--- config.mk ---
export PLATFORM = sky130hd
export DESIGN_NAME = disp_share_ctrl_flat
export DESIGN_NICKNAME = d
export VERILOG_FILES = /design/src/rtl/disp_share_ctrl_if.sv /design/src/rtl/disp_share_ctrl.sv /design/src/flat_wrapper.sv
export SDC_FILE = /design/constraint.sdc
export NUM_CORES = 1
export LEC_CHECK = 0
export ABC_CLOCK_PERIOD_IN_PS = 6060
export BUFFER_PORTS_ARGS = -buffer_cell sky130_fd_sc_hd__clkbuf_2
export CAP_MARGIN = 15
export CORE_MARGIN = 8
export CORE_UTILIZATION = 50
export CTS_CLUSTER_DIAMETER = 100
export DETAILED_ROUTE_END_ITERATION = 7
export PLACE_DENSITY = 0.81
export SETUP_SLACK_MARGIN = 0.05
export SLEW_MARGIN = 20
export SYNTH_ARGS = -nofsm -noshare
export SYNTH_HDL_FRONTEND = slang
export SYNTH_SLANG_ARGS = --single-unit
export TNS_END_PERCENT = 10
--- constraint.sdc ---
create_clock -name clk -period 6.06 [get_ports clk]
set_input_delay 0.909 -clock clk [delete_from_list [all_inputs] [get_ports clk]]
set_output_delay 0.909 -clock clk [all_outputs]
set_load 0.01 [all_outputs]
--- src/rtl/disp_share_ctrl_if.sv ---
// Panel-sharing bus: requester inputs, grant and scanned segment outputs.
// master = requester/board side, slave = disp_share_ctrl.
interface disp_share_ctrl_if;
    logic [2:0]  req;
    logic [31:0] digits0;
    logic [31:0] digits1;
    logic [31:0] digits2;
    logic [7:0]  blink0;
    logic [7:0]  blink1;
    logic [7:0]  blink2;
    logic [2:0]  gnt;
    logic [7:0]  seg_data1;
    logic [7:0]  seg_data2;
    logic [7:0]  seg_which;

    modport master (
        output req, digits0, digits1, digits2, blink0, blink1, blink2,
        input  gnt, seg_data1, seg_data2, seg_which
    );

    modport slave (
        input  req, digits0, digits1, digits2, blink0, blink1, blink2,
        output gnt, seg_data1, seg_data2, seg_which
    );
endinterface

--- src/rtl/disp_share_ctrl.sv ---
// Display-sharing controller: fixed-priority panel arbitration and 8-digit BCD scan with blink.
// Define DISP_SHARE_PREEMPT_EN to let a higher request preempt the owner after HOLD cycles.
module disp_share_ctrl #(
    parameter int unsigned SCAN_DIV  = 200000,
    parameter int unsigned HOLD      = 100000000,
    parameter int unsigned BLINK_DIV = 50000000
) (
    input logic              clk,
    input logic              rst,
    disp_share_ctrl_if.slave bus
);
    localparam int unsigned ScanW  = (SCAN_DIV > 1) ? $clog2(SCAN_DIV) : 1;
    localparam int unsigned BlinkW = (BLINK_DIV > 1) ? $clog2(BLINK_DIV) : 1;

    typedef enum logic [1:0] {StIdle, StOwn0, StOwn1, StOwn2} state_e;

    state_e            state_q, state_d;
    logic [2:0]        gnt_q, gnt_d;
    logic              owner_req, preempt, gnt_change;
    logic [ScanW-1:0]  scan_cnt_q;
    logic [2:0]        slot_q, cap_slot_q;
    logic [3:0]        cap_code_q, slot_nib;
    logic              cap_blank_q, load_q, boundary, slot_blank;
    logic [BlinkW-1:0] blink_cnt_q;
    logic              blink_phase_q;
    logic [31:0]       own_digits;
    logic [7:0]        own_blink;
    logic [7:0]        seg_q, which_q;

    function automatic state_e pick(input logic [2:0] r);
        if (r[2]) return StOwn2;
        if (r[1]) return StOwn1;
        if (r[0]) return StOwn0;
        return StIdle;
    endfunction

    function automatic logic [7:0] seg_lut(input logic [3:0] code);
        case (code)
            4'd0:    return 8'b11111100;
            4'd1:    return 8'b01100000;
            4'd2:    return 8'b11011010;
            4'd3:    return 8'b11110010;
            4'd4:    return 8'b01100110;
            4'd5:    return 8'b10110110;
            4'd6:    return 8'b10111110;
            4'd7:    return 8'b11100000;
            4'd8:    return 8'b11111110;
            4'd9:    return 8'b11110110;
            4'd10:   return 8'b00000010;
            default: return 8'b00000000;
        endcase
    endfunction

`ifdef DISP_SHARE_PREEMPT_EN
    localparam int unsigned HoldW = (HOLD > 0) ? $clog2(HOLD + 1) : 1;
    logic [HoldW-1:0] hold_cnt_q;
    logic             higher_req;

    always_comb begin
        higher_req = 1'b0;
        unique case (state_q)
            StOwn0:  higher_req = |bus.req[2:1];
            StOwn1:  higher_req = bus.req[2];
            default: higher_req = 1'b0;
        endcase
    end

    assign preempt = higher_req && (hold_cnt_q == HoldW'(HOLD));

    always_ff @(posedge clk or negedge rst) begin
        if (!rst) begin
            hold_cnt_q <= '0;
        end else if (gnt_change) begin
            hold_cnt_q <= '0;
        end else if (state_q != StIdle && hold_cnt_q != HoldW'(HOLD)) begin
            hold_cnt_q <= hold_cnt_q + HoldW'(1);
        end
    end
`else
    assign preempt = 1'b0;
`endif

    // Losing the owner's request (or an allowed preemption) re-arbitrates from scratch.
    always_comb begin
        state_d   = state_q;
        gnt_d     = 3'b000;
        owner_req = |(bus.req & gnt_q);
        if (!owner_req || preempt) state_d = pick(bus.req);
        unique case (state_d)
            StOwn0:  gnt_d = 3'b001;
            StOwn1:  gnt_d = 3'b010;
            StOwn2:  gnt_d = 3'b100;
            default: gnt_d = 3'b000;
        endcase
    end

    assign gnt_change = (state_d != state_q);

    always_ff @(posedge clk or negedge rst) begin
        if (!rst) begin
            state_q <= StIdle;
            gnt_q   <= 3'b000;
        end else begin
            state_q <= state_d;
            gnt_q   <= gnt_d;
        end
    end

    // A new owner always starts in the visible half of the blink cycle.
    always_ff @(posedge clk or negedge rst) begin
        if (!rst) begin
            blink_cnt_q   <= '0;
            blink_phase_q <= 1'b0;
        end else if (gnt_change) begin
            blink_cnt_q   <= '0;
            blink_phase_q <= 1'b0;
        end else if (blink_cnt_q == BlinkW'(BLINK_DIV - 1)) begin
            blink_cnt_q   <= '0;
            blink_phase_q <= ~blink_phase_q;
        end else begin
            blink_cnt_q <= blink_cnt_q + BlinkW'(1);
        end
    end

    always_comb begin
        own_digits = '0;
        own_blink  = '0;
        unique case (state_q)
            StOwn0:  begin own_digits = bus.digits0; own_blink = bus.blink0; end
            StOwn1:  begin own_digits = bus.digits1; own_blink = bus.blink1; end
            StOwn2:  begin own_digits = bus.digits2; own_blink = bus.blink2; end
            default: ;
        endcase
    end

    // Slot 0 is the leftmost digit: top nibble and top blink bit.
    assign slot_nib   = own_digits[{~slot_q, 2'b00} +: 4];
    assign slot_blank = (state_q == StIdle) || (slot_nib > 4'd10) ||
                        (own_blink[~slot_q] && blink_phase_q);
    assign boundary   = (scan_cnt_q == ScanW'(SCAN_DIV - 1));

    always_ff @(posedge clk or negedge rst) begin
        if (!rst) begin
            scan_cnt_q  <= '0;
            slot_q      <= 3'd0;
            cap_slot_q  <= 3'd0;
            cap_code_q  <= 4'd0;
            cap_blank_q <= 1'b0;
            load_q      <= 1'b0;
        end else begin
            load_q <= boundary;
            if (boundary) begin
                scan_cnt_q  <= '0;
                slot_q      <= slot_q + 3'd1;
                cap_slot_q  <= slot_q;
                cap_code_q  <= slot_nib;
                cap_blank_q <= slot_blank;
            end else begin
                scan_cnt_q <= scan_cnt_q + ScanW'(1);
            end
        end
    end

    always_ff @(posedge clk or negedge rst) begin
        if (!rst) begin
            seg_q   <= 8'h00;
            which_q <= 8'h00;
        end else if (load_q) begin
            seg_q   <= cap_blank_q ? 8'h00 : seg_lut(cap_code_q);
            which_q <= cap_blank_q ? 8'h00 : (8'h80 >> cap_slot_q);
        end
    end

    assign bus.gnt       = gnt_q;
    assign bus.seg_data1 = seg_q;
    assign bus.seg_data2 = seg_q;
    assign bus.seg_which = which_q;
endmodule

--- src/flat_wrapper.sv ---
// flat-port wrapper written by rule: the top's interface ports become plain ports
module disp_share_ctrl_flat 
#(
    parameter int unsigned SCAN_DIV  = 200000,
    parameter int unsigned HOLD      = 100000000,
    parameter int unsigned BLINK_DIV = 50000000
)
  (clk, rst, bus_req, bus_digits0, bus_digits1, bus_digits2, bus_blink0, bus_blink1, bus_blink2, bus_gnt, bus_seg_data1, bus_seg_data2, bus_seg_which);
  disp_share_ctrl_if bus_i ();
  input logic clk;
  input logic rst;
  input wire logic [$bits(bus_i.req)-1:0] bus_req;
  input wire logic [$bits(bus_i.digits0)-1:0] bus_digits0;
  input wire logic [$bits(bus_i.digits1)-1:0] bus_digits1;
  input wire logic [$bits(bus_i.digits2)-1:0] bus_digits2;
  input wire logic [$bits(bus_i.blink0)-1:0] bus_blink0;
  input wire logic [$bits(bus_i.blink1)-1:0] bus_blink1;
  input wire logic [$bits(bus_i.blink2)-1:0] bus_blink2;
  output wire logic [$bits(bus_i.gnt)-1:0] bus_gnt;
  output wire logic [$bits(bus_i.seg_data1)-1:0] bus_seg_data1;
  output wire logic [$bits(bus_i.seg_data2)-1:0] bus_seg_data2;
  output wire logic [$bits(bus_i.seg_which)-1:0] bus_seg_which;
  assign bus_i.req = bus_req;
  assign bus_i.digits0 = bus_digits0;
  assign bus_i.digits1 = bus_digits1;
  assign bus_i.digits2 = bus_digits2;
  assign bus_i.blink0 = bus_blink0;
  assign bus_i.blink1 = bus_blink1;
  assign bus_i.blink2 = bus_blink2;
  assign bus_gnt = bus_i.gnt;
  assign bus_seg_data1 = bus_i.seg_data1;
  assign bus_seg_data2 = bus_i.seg_data2;
  assign bus_seg_which = bus_i.seg_which;
  disp_share_ctrl #(.SCAN_DIV(SCAN_DIV), .HOLD(HOLD), .BLINK_DIV(BLINK_DIV)) u_core (.clk(clk), .rst(rst), .bus(bus_i));
endmodule
==> results of run 1 <==
logic make-up after synthesis:
logic type / share of synthesized area, %
AOI/OAI and AO/OA: 12.1
xor gates and xnor gates: 7.50
adders and majority gates: 2.35
buffers and inverters: 6.43
DFF: 40.2
muxes: 11.7
other: 0.0783
and+or+nand+nor: 19.6
cells in the mapped netlist (9+ instances only):
| master | number |
|---|---|
| dfrtp_1 | 77 |
| nor2_1 | 67 |
| nand2_1 | 37 |
| mux2_2 | 31 |
| nand3_1 | 30 |
| xor2_1 | 27 |
| inv_1 | 23 |
| a221oi_1 | 21 |
| o21ai_0 | 18 |
| a21oi_1 | 16 |
| clkbuf_1 | 15 |
| nor3_1 | 14 |
| xnor2_1 | 14 |
| buf_4 | 11 |
| and3_1 | 10 |
| mux2i_1 | 10 |
| a22oi_1 | 9 |
| buf_2 | 9 |
| ha_1 | 9 |
| o22ai_1 | 9 |
critical path, cell delays in order, from the launching register on:
cell     delay (ns)
dfrtp_2        1.08
nor2b_4        0.77
a22oi_1        0.19
mux4_2         0.49
mux2_2         0.32
o21ai_2        0.07
nand2_1        0.06
a21oi_1        0.13
routing by layer:
metal	wire length, microns	track usage (%)
met5	0	0
met2	6150	33.0
met3	755	5.28
met4	218	6.12
met1	5130	23.4
layout make-up:
class,count,area share (%)
Timing Repair Buffer,152,13.4
Sequential cell,77,33.7
Clock inverter,5,1.31
Multi-Input combinational cell,380,44.7
Clock buffer,11,2.47
Tap cell,129,2.82
Inverter,24,1.57
path summary, 6_finish.rpt:
path | to | slack [ns] | cells past startpoint
max | u_core.cap_blank_q | 2.86 | 7
min reg2reg | u_core.scan_cnt_q[0] | 0.48 | 1
max in group asynchronous | u_core.state_q[0] | 4.62 | 2
min | u_core.scan_cnt_q[0] | 0.48 | 1
max reg2reg | u_core.cap_blank_q | 2.86 | 7
min in group asynchronous | u_core.bus.seg_data1[7] | 0.77 | 2
registers in the layout, summed over array words and instances, names as in the netlist:
register              flops
u_core.state_q            2
u_core.scan_cnt_q        18
u_core.cap_code_q         4
u_core.blink_cnt_q       26
u_core.load_q             1
u_core.bus.seg_which      8
u_core.bus.gnt            3
u_core.bus.seg_data1      7
u_core.slot_q             3
u_core.blink_phase_q      1
u_core.cap_slot_q         3
u_core.cap_blank_q        1
metrics by stage:
| stage | total power, mW | utilization (%) | std cells |
|---|---|---|---|
| after CTS | 1.30 | 61.6 | 778 |
| after global placement | 0.862 | 59.3 | 762 |
| final | 1.29 | 61.6 | 778 |
| after detailed placement | 0.872 | 59.3 | 762 |
| after global routing | 1.35 | 61.6 | 778 |
| after floorplan | 0.794 | - | 519 |
power groups by stage:
stage,Combinational (mW),Sequential (mW),Clock (mW)
final,0.291,0.573,0.423
after global routing,0.320,0.578,0.454
after CTS,0.291,0.572,0.434
after detailed placement,0.290,0.582,0
after global placement,0.283,0.579,0
after floorplan,0.242,0.552,0
cells in the final DEF, fill, tap and decap left out, types with 4 or more instances in the layout:
| master | synthesis | routed |
|---|---|---|
| o21ai_0 | 18 | 18 |
| and4_1 | 4 | 4 |
| inv_1 | 23 | 23 |
| nand2b_1 | 7 | 7 |
| a21oi_1 | 16 | 16 |
| clkbuf_8 | 0 | 10 |
| dfrtp_1 | 77 | 76 |
| xnor2_1 | 14 | 14 |
| ha_1 | 9 | 9 |
| clkbuf_2 | 0 | 148 |
| nand4_1 | 7 | 7 |
| xor2_1 | 27 | 27 |
| mux4_2 | 5 | 5 |
| nand2_1 | 37 | 37 |
| o22ai_1 | 9 | 9 |
| nor2_1 | 67 | 67 |
| mux2_2 | 31 | 31 |
| and3_1 | 10 | 10 |
| mux2i_1 | 10 | 10 |
| nor2b_1 | 5 | 5 |
| a221oi_1 | 21 | 21 |
| a22oi_1 | 9 | 9 |
| nand3_1 | 30 | 30 |
| nor3_1 | 14 | 14 |
==> impl_metrics.tcl, run 1 <==
set metrics [dict create \
    status "complete, no violations" \
    fin_crit_sh_pct 52.8 \
    critPathLaunch "u_core.state_q[0]" \
    routed_wirelength_mm 12.3 \
    synthTopCellsByArea "dfrtp_1, mux2_2, nor2_1" \
    path_clk_slew_ns 0.08 \
    drtPass1Iterations 4 \
    pre_cts_ws_ns 2.92 \
    p_switching_mw 0.368 \
    h-tree-depth 3 \
    synth_edf_count 0 \
    initialDrtViolationCount 221 \
    maxCapViolations 0 \
    p_leak_nw 2.78 \
    finalSetupViolCount 0 \
    die_area_sq_um 13000 \
    worstMarginPinSlew_ns 1.06 \
    avgSynthCellArea_sq_um 9.25 \
    vias 4201 \
    ios 152 \
    cts_resized 0 \
    startpoint_type "flop" \
    hold_start "u_core.scan_cnt_q[0]" \
    ctsLongestPathBuffers 2 \
    yosysTopAreaCell "dfrtp_1" \
    multiInputGateArea_sq_um 2560 \
    fin_ws_ns 2.86 \
    cp.arrival_ns 3.48 \
    portBuffers 149 \
    grt_usage_pct 19.4 \
    clock_sinks 77 \
    postRouteAntennaNets 0 \
    ctsHoldBuffers 0 \
    clock-root-buffer "clkbuf_8" \
    area_growth_pct 19.5 \
    yosysSeqAreaShare_pct 40.2 \
    synth_flop_cell "dfrtp_1" \
    async_flop_share_pct 100 \
    coreArea_sq_um 9280 \
    critPathCaptureType "flop" \
    p_per_area_nw_per_um2 225 \
    ys_ff_latch 77 \
    synth_cell_types 46 \
    peakVddDrop_mv 0.220 \
    crit_type "flop to flop" \
    reg2reg_from "u_core.state_q[0]" \
    grt_pass1_vias 4224 \
    hold_viol 0 \
    netlist.area_leader.share_pct 40.2 \
    drc 0 \
    clk_latency_ns 0.35 \
    seq_power_share_pct 44.5 \
    antenna_found_initial 0 \
    syn_inst 518 \
    synth_area_sq_um 4790 \
    rows 35 \
    die_h_microns 114 \
    nFillCells 832 \
    drive_above_1_share_pct 32.2 \
    grt_max_degree 78 \
    timing.slew.headroom_pct 29.0 \
    finalWorstPathRequiredPeriod_ns 3.20 \
    finalClockSkew_ns 0.0114 \
    comb_power_share_pct 22.6 \
    dp_hpwl_mm 9.57 \
    num_antenna_cells 0 \
    drv_slew 0 \
    yosysWarnings 0 \
    timing.hold.ws_ns 0.476 \
    start_util_pct 51.6 \
    vias_per_cell 5.40 \
    cts_made_buffers 9 \
    overflow 0 \
    design_area_sq_um 5720 \
    seq_area_sq_um 1930 \
    rsz0062_at_grt "no" \
    hp-class "flop to flop" \
    place.gp.congestion 0.874 \
    cts_tree "yes" \
    tns_ns 0 \
    placed_area_sq_um 5510 \
    postCtsSetupBuffers 0 \
    internal-power_mw 0.920 \
    critical_path_required_ns 6.34 \
    post_drt_wl_per_cell_microns 15.7 \
    switching_share_pct 28.6 \
    fmax_mhz 312 \
    finalNetCount 778 \
    cp_max_fo 52 \
    clock_power_share_pct 32.9 \
    grt_pass1_wl_mm 20.2 \
    die_width_microns 114 \
]
(Power assumes the default switching activity.)
==> run 2, diff against run 1 <==
ABC_CLOCK_PERIOD_IN_PS = 2700   (was 6060)
CORE_UTILIZATION = 47   (was 50)
PLACE_DENSITY = 0.8   (was 0.81)
clock period = 2.7 ns   (was 6.06 ns; I/O delays follow)
==> run 2 against run 1 <==
Effect of this change:
- critical path type unchanged
- register-to-register slack got worse by 2.3 ns
- non-clock buffer count up 8
- core utilization fell by 4.1 points
- clock power is 110% higher
- highest routed layer unchanged
- flip-flop and latch count stayed put
- global-route usage up 0.57 points
- sequential share of layout area fell by 0.46 points
- total power is 120% higher
- first-iteration DRC count fell by 2.7%
- critical path depth up 1
- clock skew rose by 0.0031 ns
==> impl_metrics.tcl, run 2 (same netlist as run 1, synthesis figures left out) <==
set metrics [dict create \
    status "complete, no violations" \
    overflow 0 \
    coreArea_sq_um 10100 \
    cp_max_fo 38 \
    clock_sinks 77 \
    initialDrtViolationCount 215 \
    cts_made_buffers 9 \
    crit_type "flop to flop" \
    ctsLongestPathBuffers 2 \
    timing.slew.headroom_pct 53.2 \
    path_clk_slew_ns 0.08 \
    clock-root-buffer "clkbuf_8" \
    h-tree-depth 3 \
    final_common_cell "clkbuf_2" \
    reg2reg_from "u_core.state_q[0]" \
    peakVddDrop_mv 0.396 \
    clock_power_share_pct 30.5 \
    drtPass1Iterations 5 \
    cts_resized 0 \
    hp-class "input port to asynchronous set/reset pin" \
    fmax_mhz 469 \
    routed_wirelength_mm 13.1 \
    place.gp.congestion 1.02 \
    vias_per_cell 5.45 \
    post_drt_wl_per_cell_microns 16.5 \
    clk_latency_ns 0.35 \
    grt_usage_pct 20.0 \
    ios 152 \
    grt_pass1_wl_mm 21.4 \
    finalNetCount 786 \
    cts_tree "yes" \
    startpoint_type "flop" \
    postRouteAntennaNets 0 \
    finalPower_mw 2.87 \
    regMostFlops "u_core.blink_cnt_q" \
    antenna_found_initial 0 \
    drc 0 \
    dp_hpwl_mm 10.4 \
    switching_share_pct 29.2 \
    internal-power_mw 2.03 \
    vias 4320 \
    grt_pass1_vias 4376 \
    die_area_sq_um 13700 \
    die_h_microns 117 \
    critPathLaunch "u_core.state_q[0]" \
    num_antenna_cells 0 \
    rows 37 \
    finalWorstPathRequiredPeriod_ns 2.13 \
    worstMarginPinSlew_ns 0.702 \
    rsz0062_at_grt "no" \
    finalSetupViolCount 0 \
    p_per_area_nw_per_um2 495 \
    grt_max_degree 78 \
    finalClockSkew_ns 0.0145 \
    fin_crit_sh_pct 78.9 \
    start_util_pct 47.5 \
    layout_common_cells "clkbuf_2, dfrtp_1, nor2_1" \
    postCtsSetupBuffers 0 \
    p_switching_mw 0.839 \
    cp.arrival_ns 2.36 \
    tns_ns 0 \
    largest_reg_flops 26 \
    drv_slew 0 \
    drive_above_1_share_pct 33.0 \
    critical_path_required_ns 2.93 \
    maxCapViolations 0 \
    portBuffers 149 \
    area_growth_pct 21.2 \
    p_leak_nw 2.82 \
    die_width_microns 117 \
    seq_power_share_pct 42.8 \
    critPathCaptureType "flop" \
    comb_power_share_pct 26.7 \
    hold_viol 0 \
    ctsHoldBuffers 0 \
]
[run 2: cell types whose count changed in the layout (fill, tap and decap cells not counted), sizes merged]
cell      delta
buf          +8
bufinv       -1
clkbuf       +1
clkinv       -1
clkinvlp     +1
[run 2: through the flow]
step	utilization (%)	hold WS (ns)	instances	setup WS, ns	cell area [sq um]
3_3_place_gp	55.5	0.461	777	0.648	5600
2_1_floorplan	-	0.109	519	0.741	4790
3_5_place_dp	55.5	0.476	777	0.592	5600
4_1_cts	57.5	0.0856	793	0.558	5800
6_report	57.5	0.0882	793	0.569	5800
5_1_grt	57.5	0.100	793	0.421	5800
[run 2: path summary, 6_finish.rpt]
path	end	slack, ns	cells after the start
max	u_core.cap_blank_q	0.57	8
min reg2reg	u_core.scan_cnt_q[0]	0.49	1
max reg2reg	u_core.cap_blank_q	0.57	8
max in group asynchronous	u_core.state_q[0]	2.29	2
min in group clk	u_core.scan_cnt_q[0]	0.49	1
min	u_core.bus.seg_data1[5]	0.09	2
[run 2: power groups by stage]
| stage | logic, mW | registers, mW | clock network, mW |
|---|---|---|---|
| global route | 0.836 | 1.23 | 0.946 |
| detailed placement | 0.764 | 1.25 | 0 |
| floorplan | 0.544 | 1.24 | 0 |
| finish | 0.767 | 1.23 | 0.875 |
| global placement | 0.752 | 1.25 | 0 |
| CTS | 0.767 | 1.23 | 0.907 |
[run 2: routing by layer]
layer  global-route usage [%]  part of all wire (%)  up-vias
li1                         -                     -     2089
met1                     24.3                    41     2077
met2                     34.6                    51      130
met3                     4.67                   5.6       24
met4                     5.89                   2.0        0
met5                        0                     0        -
[run 2: critical path: stages, from the launching register on]
cell and delay, ns:
dfrtp_2 0.41, buf_12 0.23, mux2_2 0.36, a221oi_1 0.29
o32ai_1 0.14, nor3_1 0.33, o21ai_2 0.09, nand2_1 0.08
a21oi_1 0.06
[run 2: area by class of cell]
cell class                 instances  area [sq um]
sequential                        77          1930
inverter                          24          90.1
clock inverter                     4          47.5
fill                             936          4290
clock buffer                      12           155
timing repair buffer             160           853
multi-input combinational        380          2560
tap                              136           170
